[src/rtl/tc77_pkg.sv]
// Shared definitions for the TC77 sensor responder: FSM encoding, config
// command words, frame lengths and the temperature LSB weight.
package tc77_pkg;

   typedef enum logic [1:0] {
      ST_IDLE  = 2'd0,
      ST_READ  = 2'd1,
      ST_WRITE = 2'd2,
      ST_HOLD  = 2'd3
   } tc77_state_e;

   localparam logic [15:0] TC77_CFG_SHUTDOWN   = 16'hFFFF;
   localparam logic [15:0] TC77_CFG_CONTINUOUS = 16'h0000;

   localparam int READ_BITS  = 16;
   localparam int FRAME_BITS = 32;
   localparam int TEMP_W     = 13;

   // One temperature LSB in micro-degrees Celsius (0.0625 C).
   localparam int TC77_LSB_UC = 62500;

   // Serial output word; the two trailing bits are never driven on the pin.
   function automatic logic [15:0] tc77_word(input logic [TEMP_W-1:0] temp,
                                             input logic              done);
      return {temp, done, 2'b00};
   endfunction

endpackage

[src/rtl/tc77_edge_sync.sv]
// Multi-flop synchroniser for an asynchronous input with single-cycle
// rise/fall strobes generated on the synchronised copy.
module tc77_edge_sync #(
   parameter int SYNC_STAGES = 2
) (
   input  logic MCLK,
   input  logic RESET,
   input  logic d,
   output logic rise,
   output logic fall
);

   logic [SYNC_STAGES-1:0] sync_q;
   logic                   prev_q;

   // Reset to low so that an input already low at reset release yields no fall.
   always_ff @(posedge MCLK or posedge RESET) begin
      if (RESET) begin
         sync_q <= '0;
         prev_q <= 1'b0;
      end else begin
         sync_q <= {sync_q[SYNC_STAGES-2:0], d};
         prev_q <= sync_q[SYNC_STAGES-1];
      end
   end

   assign rise = sync_q[SYNC_STAGES-1] & ~prev_q;
   assign fall = ~sync_q[SYNC_STAGES-1] & prev_q;

endmodule

[src/rtl/tc77_responder.sv]
// Device-side TC77 model: periodic conversion of TEMP_IN, 16-bit read frame
// over SIO and optional 16-bit config write selecting shutdown/continuous mode.
module tc77_responder
   import tc77_pkg::*;
#(
   parameter int CONV_CYCLES = 1000,
   parameter int SYNC_STAGES = 2
) (
   input  logic              MCLK,
   input  logic              RESET,
   input  logic [TEMP_W-1:0] TEMP_IN,
   input  logic              nCS,
   input  logic              SCLK,
   input  logic              SIO_IN,
   output logic              SIO_OUT,
   output logic              SIO_OE,
   output logic              SHUTDOWN,
   output logic              CONV_DONE
);

   localparam int              CNT_W     = (CONV_CYCLES > 1) ? $clog2(CONV_CYCLES) : 1;
   localparam logic [CNT_W-1:0] CONV_LAST = CNT_W'(CONV_CYCLES - 1);

   logic              ncs_rise, ncs_fall, sclk_rise, sclk_fall;
   tc77_state_e       state_q, state_d;
   logic [15:0]       sreg_q;
   logic [5:0]        bit_cnt_q;
   logic [15:0]       cfg_sr_q;
   logic [15:0]       cfg_q;
   logic [TEMP_W-1:0] temp_q;
   logic              conv_done_q;
   logic              conv_pend_q;
   logic [CNT_W-1:0]  conv_cnt_q;
   logic              conv_end;
   logic              shutdown;
   logic              commit, commit_shdn, commit_cont;

   tc77_edge_sync #(.SYNC_STAGES(SYNC_STAGES)) u_ncs_sync (
      .MCLK  (MCLK),
      .RESET (RESET),
      .d     (nCS),
      .rise  (ncs_rise),
      .fall  (ncs_fall)
   );

   tc77_edge_sync #(.SYNC_STAGES(SYNC_STAGES)) u_sclk_sync (
      .MCLK  (MCLK),
      .RESET (RESET),
      .d     (SCLK),
      .rise  (sclk_rise),
      .fall  (sclk_fall)
   );

   assign shutdown    = (cfg_q == TC77_CFG_SHUTDOWN);
   // Only a frame that reached HOLD delivered all 32 bits.
   assign commit      = ncs_rise && (state_q == ST_HOLD);
   assign commit_shdn = commit && (cfg_sr_q == TC77_CFG_SHUTDOWN);
   assign commit_cont = commit && (cfg_sr_q == TC77_CFG_CONTINUOUS);
   assign conv_end    = (conv_cnt_q == CONV_LAST);

   always_ff @(posedge MCLK or posedge RESET) begin
      if (RESET) state_q <= ST_IDLE;
      else       state_q <= state_d;
   end

   always_comb begin
      state_d = state_q;
      if (ncs_rise) begin
         state_d = ST_IDLE;
      end else begin
         case (state_q)
            ST_IDLE:  if (ncs_fall) state_d = ST_READ;
            ST_READ:  if (sclk_fall && bit_cnt_q == 6'(READ_BITS - 1)) state_d = ST_WRITE;
            ST_WRITE: if (sclk_rise && bit_cnt_q == 6'(FRAME_BITS - 1)) state_d = ST_HOLD;
            default:  state_d = state_q;
         endcase
      end
   end

   always_comb begin
      SIO_OE  = 1'b0;
      SIO_OUT = 1'b0;
      if (state_q == ST_READ && bit_cnt_q < 6'(READ_BITS - 2)) begin
         SIO_OE  = 1'b1;
         SIO_OUT = sreg_q[15];
      end
   end

   // SCLK edges are discarded when nCS rises in the same cycle.
   always_ff @(posedge MCLK or posedge RESET) begin
      if (RESET) begin
         sreg_q    <= '0;
         bit_cnt_q <= '0;
         cfg_sr_q  <= '0;
         cfg_q     <= TC77_CFG_CONTINUOUS;
      end else begin
         if (!ncs_rise) begin
            case (state_q)
               ST_IDLE: if (ncs_fall) begin
                  sreg_q    <= tc77_word(temp_q, conv_done_q);
                  bit_cnt_q <= '0;
               end
               ST_READ: if (sclk_fall) begin
                  sreg_q    <= {sreg_q[14:0], 1'b0};
                  bit_cnt_q <= bit_cnt_q + 6'd1;
               end
               // SIO_IN is still held by the master a few MCLK after its SCLK rise.
               ST_WRITE: if (sclk_rise) begin
                  cfg_sr_q  <= {cfg_sr_q[14:0], SIO_IN};
                  bit_cnt_q <= bit_cnt_q + 6'd1;
               end
               default: ;
            endcase
         end
         if (commit_shdn)      cfg_q <= TC77_CFG_SHUTDOWN;
         else if (commit_cont) cfg_q <= TC77_CFG_CONTINUOUS;
      end
   end

   // A conversion ending during READ is deferred until READ exits.
   always_ff @(posedge MCLK or posedge RESET) begin
      if (RESET) begin
         conv_cnt_q  <= '0;
         temp_q      <= '0;
         conv_done_q <= 1'b0;
         conv_pend_q <= 1'b0;
      end else if (commit_cont) begin
         conv_cnt_q  <= '0;
         conv_done_q <= 1'b0;
         conv_pend_q <= 1'b0;
      end else if (shutdown) begin
         conv_cnt_q <= '0;
      end else begin
         conv_cnt_q <= conv_end ? '0 : conv_cnt_q + CNT_W'(1);
         if (conv_end || conv_pend_q) begin
            if (state_q == ST_READ) begin
               conv_pend_q <= 1'b1;
            end else begin
               temp_q      <= TEMP_IN;
               conv_done_q <= 1'b1;
               conv_pend_q <= 1'b0;
            end
         end
      end
   end

   assign SHUTDOWN  = shutdown;
   assign CONV_DONE = conv_done_q;

endmodule

[config.mk]
export PLATFORM = sky130hd
export DESIGN_NAME = tc77_responder
export DESIGN_NICKNAME = d
export VERILOG_FILES = /design/src/rtl/tc77_pkg.sv /design/src/rtl/tc77_edge_sync.sv /design/src/rtl/tc77_responder.sv
export SDC_FILE = /design/constraint.sdc
export NUM_CORES = 1
export LEC_CHECK = 0
export BUFFER_PORTS_ARGS = -buffer_cell sky130_fd_sc_hd__buf_2
export CAP_MARGIN = 40
export CELL_PAD_IN_SITES_DETAIL_PLACEMENT = 2
export CELL_PAD_IN_SITES_GLOBAL_PLACEMENT = 2
export CORE_MARGIN = 2
export CORE_UTILIZATION = 30
export DETAILED_ROUTE_END_ITERATION = 8
export MAX_ROUTING_LAYER = met4
export PLACE_DENSITY_LB_ADDON = 0.1
export SYNTH_ARGS = -nofsm -noshare
export SYNTH_HDL_FRONTEND = slang
export SYNTH_SLANG_ARGS = --single-unit
[constraint.sdc]
create_clock -name MCLK -period 5.95 [get_ports MCLK]
set_input_delay 1.19 -clock MCLK [delete_from_list [all_inputs] [get_ports MCLK]]
set_output_delay 1.19 -clock MCLK [all_outputs]
set_load 0.02 [all_outputs]
==> flow_summary.json, run 1 <==
{
  "status": "completed",
  "initial_core_util_pct": 30.6,
  "first_global_vias": 2387,
  "cts.sinks": 70,
  "synth_xor_area_share_pct": 2.12,
  "fin_skew_ns": 0.00953,
  "drtIter0Drc": 57,
  "grt_pass1_wl_um": 12100,
  "max-cap-violations": 0,
  "synth_top_family_by_area": "multiplexers",
  "io_buffers": 21,
  "layout_commonest_cell": "dfrtp_1",
  "fmax_ghz": 0.298,
  "combPwrFrac_pct": 31.9,
  "final_max_slew_viol_count": 0,
  "r2r_cells": 6,
  "holdBufCountCts": 0,
  "cp.required_ns": 4.76,
  "endpoint_kind": "output port",
  "layout_common_cells": "dfrtp_1, nor2_1, buf_2",
  "boundaryPins": 22,
  "r2r-end": "temp_q[11]",
  "grt_use_met2_pct": 20.2,
  "ys.flop_type": "dfrtp_1",
  "power.internal_uw": 993,
  "tns_ns": 0,
  "clock_latency_ns": 0.36,
  "grt_busiest_layer": "met2",
  "place.gp.congestion": 0.763,
  "syn-num-nets": 300,
  "tightest_slew_ns": 0.983,
  "layout-drive-gt1-share_pct": 25.9,
  "crit_arrival_ns": 2.17,
  "p_sw_share_pct": 35.4,
  "clockBufferDepth": 2,
  "rsz0062_at_grt": "false",
  "dp_hpwl_um": 4700,
  "powerDensity_mw_per_mm2": 406,
  "route.detailed.drc": 0,
  "cts-htree-levels": 3,
  "synth-simple-area-share_pct": 12.6,
  "finalCriticalPeriod_ns": 3.36,
  "r2r_start": "state_q[1]",
  "hp-start": "u_ncs_sync.sync_q[0]",
  "timing.final.hold_violations": 0,
  "core-area_mm2": 0.0108,
  "grt_usage_pct": 14.0,
  "holdWs_ns": 0.360,
  "finalSetupViolCount": 0,
  "clkSlewWorstSetupHoldPaths_ns": 0.07,
  "grt_overflow": 0,
  "dr_total_vias": 2193,
  "antenna_found_initial": 0,
  "n_antenna_cell": 0,
  "switchingPower_uw": 545,
  "num-fill-cells": 1136,
  "die_h_um": 109,
  "post_cts_buffers": 0,
  "die_area_mm2": 0.0119,
  "met1_usage_pct": 18.2,
  "syn_area_mm2": 0.00330,
  "rows": 38,
  "ant_nets": 0,
  "min_period_over_period_pct": 56.5,
  "p_leak_uw": 0.00173,
  "grt_max_degree": 47,
  "synth-compound-area-share_pct": 10.2,
  "critPathKind": "flop to output port",
  "holdPathStages": 0,
  "cp_max_fo": 21,
  "synthAdderAreaFrac_pct": 3.79,
  "layout.nets": 328,
  "use_met3_pct": 2.87,
  "synthCells": 272,
  "cts_tree": "done",
  "postSynth.asyncResetShare_pct": 100,
  "synth_seq_cells": 70,
  "p_seq_share_pct": 42.3,
  "ys_warn_count": 0,
  "die_x_um": 109,
  "via_per_inst": 4.93,
  "worstHoldPathType": "flop to flop",
  "clock_tree.root_cell": "clkbuf_8",
  "yosysUniqueCellTypes": 48,
  "syn_avg_cell_area_um2": 12.1,
  "area_growth_pct": 14.5,
  "cts_buffers": 9,
  "routed_wl_um": 6990,
  "relSlewSlack_pct": 34.4,
  "whs_endpoint": "u_ncs_sync.sync_q[1]",
  "reg2reg_slack_ns": 3.38,
  "peakVddDrop_v": 0.000125,
  "cts_resized": 0,
  "synthMuxAreaShare_pct": 15.3,
  "yosysSeqAreaShare_pct": 53.0,
  "power_frac_clock_pct": 25.8,
  "dr.pass1.iters": 4,
  "start_kind": "flop",
  "synth_edf_count": 0,
  "routedWlPerCell_um": 15.7
}
==> power by group through the flow <==
stage / sequential (µW) / clock, µW / combinational (µW)
floorplan: 639 / 0 / 389
global placement: 659 / 0 / 486
detailed placement: 662 / 0 / 495
CTS: 653 / 424 / 499
global route: 671 / 442 / 554
finish: 651 / 397 / 490
==> synth_stat cells (all sizes together) (4+ instances only) <==
library cell | n | area share (%)
xor2 | 5 | 1.3
nand2b | 4 | 0.76
nand3 | 6 | 1.1
o211ai | 5 | 1.1
nand2 | 9 | 1.0
nand4 | 5 | 0.95
inv | 11 | 1.2
a21oi | 16 | 2.4
mux2 | 29 | 11
nor4 | 4 | 0.76
ha | 10 | 3.8
nor2 | 32 | 3.9
mux2i | 14 | 4.2
dfrtp | 70 | 53
buf | 7 | 1.6
and3 | 5 | 0.98
==> logic make-up after synthesis <==
kind of cell             count (synthesis)
AO/OA/AOI/OAI                           42
XOR/XNOR                                 8
adder cells (fa/ha/maj)                 10
buffers and inverters                   20
flip-flops                              70
multiplexers                            43
AND/OR/NAND/NOR                         79
==> cell type report <==
cell class / instances / area, µm² / share of cell area (%)
repair buffers: 26 / 163 / 4.30
multi-input cells: 182 / 1450 / 38.4
clock buffers: 13 / 159 / 4.20
clock inverters: 3 / 42.5 / 1.12
well taps: 140 / 175 / 4.63
flip-flops and latches: 70 / 1750 / 46.3
inverters: 11 / 41.3 / 1.09
==> through the flow <==
stage	setup slack, ns	util, %	power, µW	cell area, µm²	std cells
3_5_place_dp	2.94	33.2	1160	3580	429
5_1_grt	2.40	35.1	1670	3780	445
2_1_floorplan	2.81	-	1030	3300	272
4_1_cts	2.52	35.1	1580	3780	445
6_report	2.59	35.1	1540	3780	445
3_3_place_gp	3.02	32.9	1140	3560	428
==> state kept, by name (all words and copies together), names as in the netlist <==
signal / cells
CONV_DONE: 1
bit_cnt_q: 6
cfg_q: 1
cfg_sr_q: 16
conv_cnt_q: 10
conv_pend_q: 1
sreg_q: 14
state_q: 2
temp_q: 13
u_ncs_sync.prev_q: 1
u_ncs_sync.sync_q: 2
u_sclk_sync.prev_q: 1
u_sclk_sync.sync_q: 2
==> worst max-delay path by stage <==
stage                          start      end  slack [ns]
after floorplan           state_q[1]  SIO_OUT        2.81
after global placement    state_q[1]  SIO_OUT        3.02
after detailed placement  state_q[1]  SIO_OUT        2.94
after CTS                 state_q[1]  SIO_OUT        2.52
after global routing      state_q[1]  SIO_OUT        2.40
final                     state_q[1]  SIO_OUT        2.59
==> critical path, cell delays in order (launching register included) <==
cell      delay (ns)
dfrtp_1         0.41
inv_1           0.15
ha_1            0.17
buf_4           0.31
nand2b_1        0.14
a311oi_1        0.31
and2_1          0.17
buf_2           0.15
==> per-layer routing <==
layer,wire (µm),share of wire (%),vias to the layer above
li1,-,-,1034
met1,3330,48,1125
met2,3300,47,23
met3,188,2.7,11
met4,167,2.4,0
met5,0,0,-
Note: power is estimated with default switching activity, not from simulation.
==> run 2: changes to the inputs <==
==> constraint.sdc (replaced) <==
create_clock -name MCLK -period 3 [get_ports MCLK]
set_input_delay 0.6 -clock MCLK [delete_from_list [all_inputs] [get_ports MCLK]]
set_output_delay 0.6 -clock MCLK [all_outputs]
set_load 0.02 [all_outputs]
==> run 2 against run 1 <==
Net effect:
- non-clock buffer count is the same
- worst hold slack lost 0.052 ns
- clock power grew 98%
- power grew 99%
- combinational power grew 99%
- first-iteration DRC count shrank 12%
- clock skew grew 0.00063 ns
- final area shrank 0.30%
- sequential cell count is the same
- sequential share of layout area grew 0.14 points
- via count shrank 0.50%
==> flow_summary.json, run 2 (same netlist as run 1, synthesis figures left out) <==
{
  "status": "completed",
  "min_period_over_period_pct": 82.3,
  "grt_usage_pct": 14.2,
  "holdWs_ns": 0.308,
  "place_ws_ns": 0.802,
  "boundaryPins": 22,
  "place.gp.congestion": 0.694,
  "peakVddDrop_v": 0.000357,
  "cts_tree": "done",
  "relSlewSlack_pct": 57.8,
  "rows": 38,
  "rsz0062_at_grt": "false",
  "p_leak_uw": 0.00173,
  "endpoint_kind": "output port",
  "first_global_vias": 2418,
  "start_kind": "flop",
  "power_frac_clock_pct": 25.7,
  "fin_util_pct": 35.0,
  "cts.sinks": 70,
  "routed_wl_um": 7110,
  "dr.pass1.iters": 4,
  "ant_nets": 0,
  "die_h_um": 109,
  "power.internal_uw": 1930,
  "routedWlPerCell_um": 16.0,
  "crit_path_start": "state_q[1]",
  "layout-drive-gt1-share_pct": 26.2,
  "clock_latency_ns": 0.37,
  "io_buffers": 21,
  "combPwrFrac_pct": 31.9,
  "die_x_um": 109,
  "antenna_found_initial": 0,
  "crit_arrival_ns": 1.87,
  "grt_max_degree": 44,
  "reg_top3": "cfg_sr_q: 16 flops, sreg_q: 14 flops, temp_q: 13 flops",
  "timing.final.hold_violations": 0,
  "initial_core_util_pct": 30.6,
  "layout_commonest_cell": "dfrtp_1",
  "final_area_mm2": 0.00377,
  "cp.required_ns": 2.40,
  "worstHoldPathType": "input pin to asynchronous set/reset pin",
  "p_seq_share_pct": 42.4,
  "area_growth_pct": 14.2,
  "layout.nets": 328,
  "holdBufCountCts": 0,
  "r2r_cells": 8,
  "drtIter0Drc": 50,
  "final_max_slew_viol_count": 0,
  "r2r-end": "sreg_q[3]",
  "tightest_slew_ns": 0.632,
  "clkSlewWorstSetupHoldPaths_ns": 0.08,
  "setup_ws_ns": 0.531,
  "finalCriticalPeriod_ns": 2.47,
  "finalSetupViolCount": 0,
  "grt_pass1_wl_um": 12400,
  "dp_hpwl_um": 4880,
  "die_area_mm2": 0.0119,
  "grt_overflow": 0,
  "cp_max_fo": 5,
  "powerDensity_mw_per_mm2": 809,
  "post_cts_buffers": 0,
  "largest_reg_flops": 16,
  "crit_end": "SIO_OUT",
  "max-cap-violations": 0,
  "route.detailed.drc": 0,
  "switchingPower_uw": 1120,
  "cts-htree-levels": 3,
  "layout_common_cells": "dfrtp_1, nor2_1, buf_2",
  "p_sw_share_pct": 36.8,
  "r2r_start": "state_q[1]",
  "clock_tree.root_cell": "clkbuf_8",
  "placed_cell_area_mm2": 0.00358,
  "core-area_mm2": 0.0108,
  "fmax_ghz": 0.405,
  "clockBufferDepth": 2,
  "reg2reg_slack_ns": 0.82,
  "dr_total_vias": 2182,
  "fin_skew_ns": 0.0102,
  "critPathKind": "flop to output port",
  "via_per_inst": 4.90,
  "cts_buffers": 9,
  "n_antenna_cell": 0,
  "regMostFlops": "cfg_sr_q",
  "cts_resized": 0,
  "tns_ns": 0
}
[run 2: through the flow]
step | std cells | total power, µW
2_1_floorplan | 272 | 2040
3_3_place_gp | 429 | 2270
3_5_place_dp | 429 | 2300
4_1_cts | 445 | 3120
5_1_grt | 445 | 3300
6_report | 445 | 3050
[run 2: cell type report]
type,count,area [µm²]
multi-input cells,182,1450
flip-flops and latches,70,1750
inverters,11,41.3
clock buffers,10,128
well taps,140,175
clock inverters,6,70.1
fillers,1142,7020
repair buffers,26,155
[run 2: worst min path at each step]
stage	end	slack [ns]	cells after the start
6_report	cfg_sr_q[9]	0.31	2
4_1_cts	cfg_sr_q[9]	0.31	2
3_3_place_gp	u_sclk_sync.sync_q[1]	0.33	0
5_1_grt	u_sclk_sync.sync_q[0]	0.32	1
2_1_floorplan	u_ncs_sync.sync_q[1]	0.33	0
3_5_place_dp	u_ncs_sync.sync_q[1]	0.34	0
[run 2: worst max-delay path, stage by stage (launching register included)]
cell and delay (ns):
dfrtp_1 0.42, inv_1 0.16, ha_1 0.21, nand2b_1 0.10
a311oi_1 0.28, and2_1 0.17, buf_2 0.15
[run 2: per-layer routing]
metal	up-vias	global-route usage (%)	part of all wire, %
met2	26	20.6	45
met1	1113	18.5	50
met3	10	4.30	3.2
met5	-	-	0
li1	1033	-	-
met4	0	5.77	1.9
[run 2: power by group through the flow]
stage               clock network [µW]  registers, µW  logic, µW
floorplan                            0           1270        771
global placement                     0           1310        959
detailed placement                   0           1310        993
CTS                                832           1300        994
global route                       859           1330       1110
finish                             786           1290        974
==> run 3: changes to the inputs <==
==> constraint.sdc (replaced) <==
create_clock -name MCLK -period 2.2 [get_ports MCLK]
set_input_delay 0.44 -clock MCLK [delete_from_list [all_inputs] [get_ports MCLK]]
set_output_delay 0.44 -clock MCLK [all_outputs]
set_load 0.02 [all_outputs]
==> run 3 against run 2 <==
Net effect:
- global-route usage fell by 0.66 points
- critical path depth did not move
- final cell count grew 1.1%
- die area did not move
- register-to-register slack got worse by 0.63 ns
- non-clock buffer count grew 8
- highest routed layer unchanged
==> flow_summary.json, run 3 (same netlist as run 1, synthesis figures left out) <==
{
  "rsz0062_at_grt": "false",
  "placed_cell_area_mm2": 0.00365,
  "routed_wl_um": 6960,
  "fin_skew_ns": 0.00721,
  "fin_util_pct": 35.8,
  "endpoint_kind": "output port",
  "die_h_um": 109,
  "ant_nets": 0,
  "place.gp.congestion": 0.741,
  "finalCriticalPeriod_ns": 2.07,
  "n_antenna_cell": 0,
  "grt_max_degree": 71,
  "critPathKind": "flop to output port",
  "cts.sinks": 70,
  "dr.pass1.iters": 4,
  "max-cap-violations": 0,
  "start_kind": "flop",
  "regMostFlops": "cfg_sr_q",
  "num-fill-cells": 1123,
  "tightest_slew_ns": 0.442,
  "clkSlewWorstSetupHoldPaths_ns": 0.07,
  "p_leak_uw": 0.00176,
  "cp_max_fo": 5,
  "layout_common_cells": "dfrtp_1, nor2_1, buf_2",
  "grt_usage_pct": 13.6,
  "cts_tree": "done",
  "dr_total_vias": 2218,
  "grt_pass1_wl_um": 11800,
  "crit_arrival_ns": 1.63,
  "layout-drive-gt1-share_pct": 29.4,
  "final_max_slew_viol_count": 0,
  "via_per_inst": 4.93,
  "finalSetupViolCount": 0,
  "peakVddDrop_v": 0.000441,
  "clock_latency_ns": 0.34,
  "status": "completed",
  "antenna_found_initial": 0,
  "total_power_uw": 4150,
  "powerDensity_mw_per_mm2": 1070,
  "largest_reg_flops": 16,
  "first_global_vias": 2348,
  "route.detailed.drc": 0,
  "core-area_mm2": 0.0108,
  "cp.required_ns": 1.76,
  "min_period_over_period_pct": 94.2,
  "cts_buffers": 9,
  "die_x_um": 109,
  "routedWlPerCell_um": 15.5,
  "relSlewSlack_pct": 70.5,
  "clock_tree.root_cell": "clkbuf_8",
  "initial_core_util_pct": 30.6,
  "fmax_ghz": 0.482,
  "tns_ns": 0,
  "area_growth_pct": 17.1,
  "timing.final.hold_violations": 0,
  "reg_top3": "cfg_sr_q: 16 flops, sreg_q: 14 flops, temp_q: 13 flops",
  "worstHoldPathType": "input pin to asynchronous set/reset pin",
  "io_buffers": 21,
  "layout_commonest_cell": "dfrtp_1",
  "final_area_mm2": 0.00387,
  "grt_overflow": 0,
  "layout.nets": 336,
  "clockBufferDepth": 2,
  "cts-htree-levels": 3,
  "rows": 38,
  "dp_hpwl_um": 4670,
  "drtIter0Drc": 89,
  "die_area_mm2": 0.0119,
  "boundaryPins": 22,
  "holdBufCountCts": 0
}
## run 3: stage by stage
stage	std cells	worst slack, ns	hold WS (ns)
floorplan	272	0.0286	0.331
global placement	433	0.256	0.334
detailed placement	433	0.215	0.337
CTS	447	0.0276	0.169
global route	450	0.00812	0.178
finish	450	0.127	0.195
## run 3: worst paths after layout
check / from / end / slack [ns] / depth (start not counted)
min in group MCLK: SCLK / u_sclk_sync.sync_q[0] / 0.20 / 1
max: state_q[1] / SIO_OUT / 0.13 / 6
max reg2reg: state_q[1] / temp_q[11] / 0.19 / 8
min reg2reg: u_sclk_sync.sync_q[0] / u_sclk_sync.sync_q[1] / 0.35 / 0
min: RESET / sreg_q[3] / 0.20 / 3
max in group asynchronous: RESET / state_q[0] / 1.68 / 3
## run 3: power by group
group | internal (µW) | switching [µW] | leakage, µW
Sequential | 1560 | 211 | 0.000914
Combinational | 670 | 802 | 0.000761
Clock | 449 | 466 | 0.0000869
Total | 2670 | 1480 | 0.00176
## run 3: area by class of cell
cell class	instances	area, µm²	area share [%]
Tap cell	140	175	4.53
Sequential cell	70	1750	45.3
Timing Repair Buffer	34	255	6.60
Clock inverter	2	10.0	0.259
Clock buffer	11	151	3.91
Multi-Input combinational cell	182	1480	38.2
Inverter	11	45.0	1.16
## run 3: what timing repair did
action	in CTS	in global routing
gates resized for setup	2	4
buffers inserted	1	3
pin swaps	0	2
setup endpoints to repair	2	1
## run 3: routing by layer
metal  GRT usage (%)  vias to the layer above  part of all wire [%]
met1            17.9                     1131                    48
met2            19.6                       22                    47
met5               -                        -                     0
met4            6.87                        0                   2.2
li1                -                     1055                     -
met3            2.93                       10                   2.5
## run 3: worst max-delay path, stage by stage (launching register included)
cell and delay (ns):
dfrtp_1 0.39, inv_2 0.11, ha_4 0.17, nand2b_4 0.06, a311oi_2 0.25, and2_1 0.17, buf_4 0.13
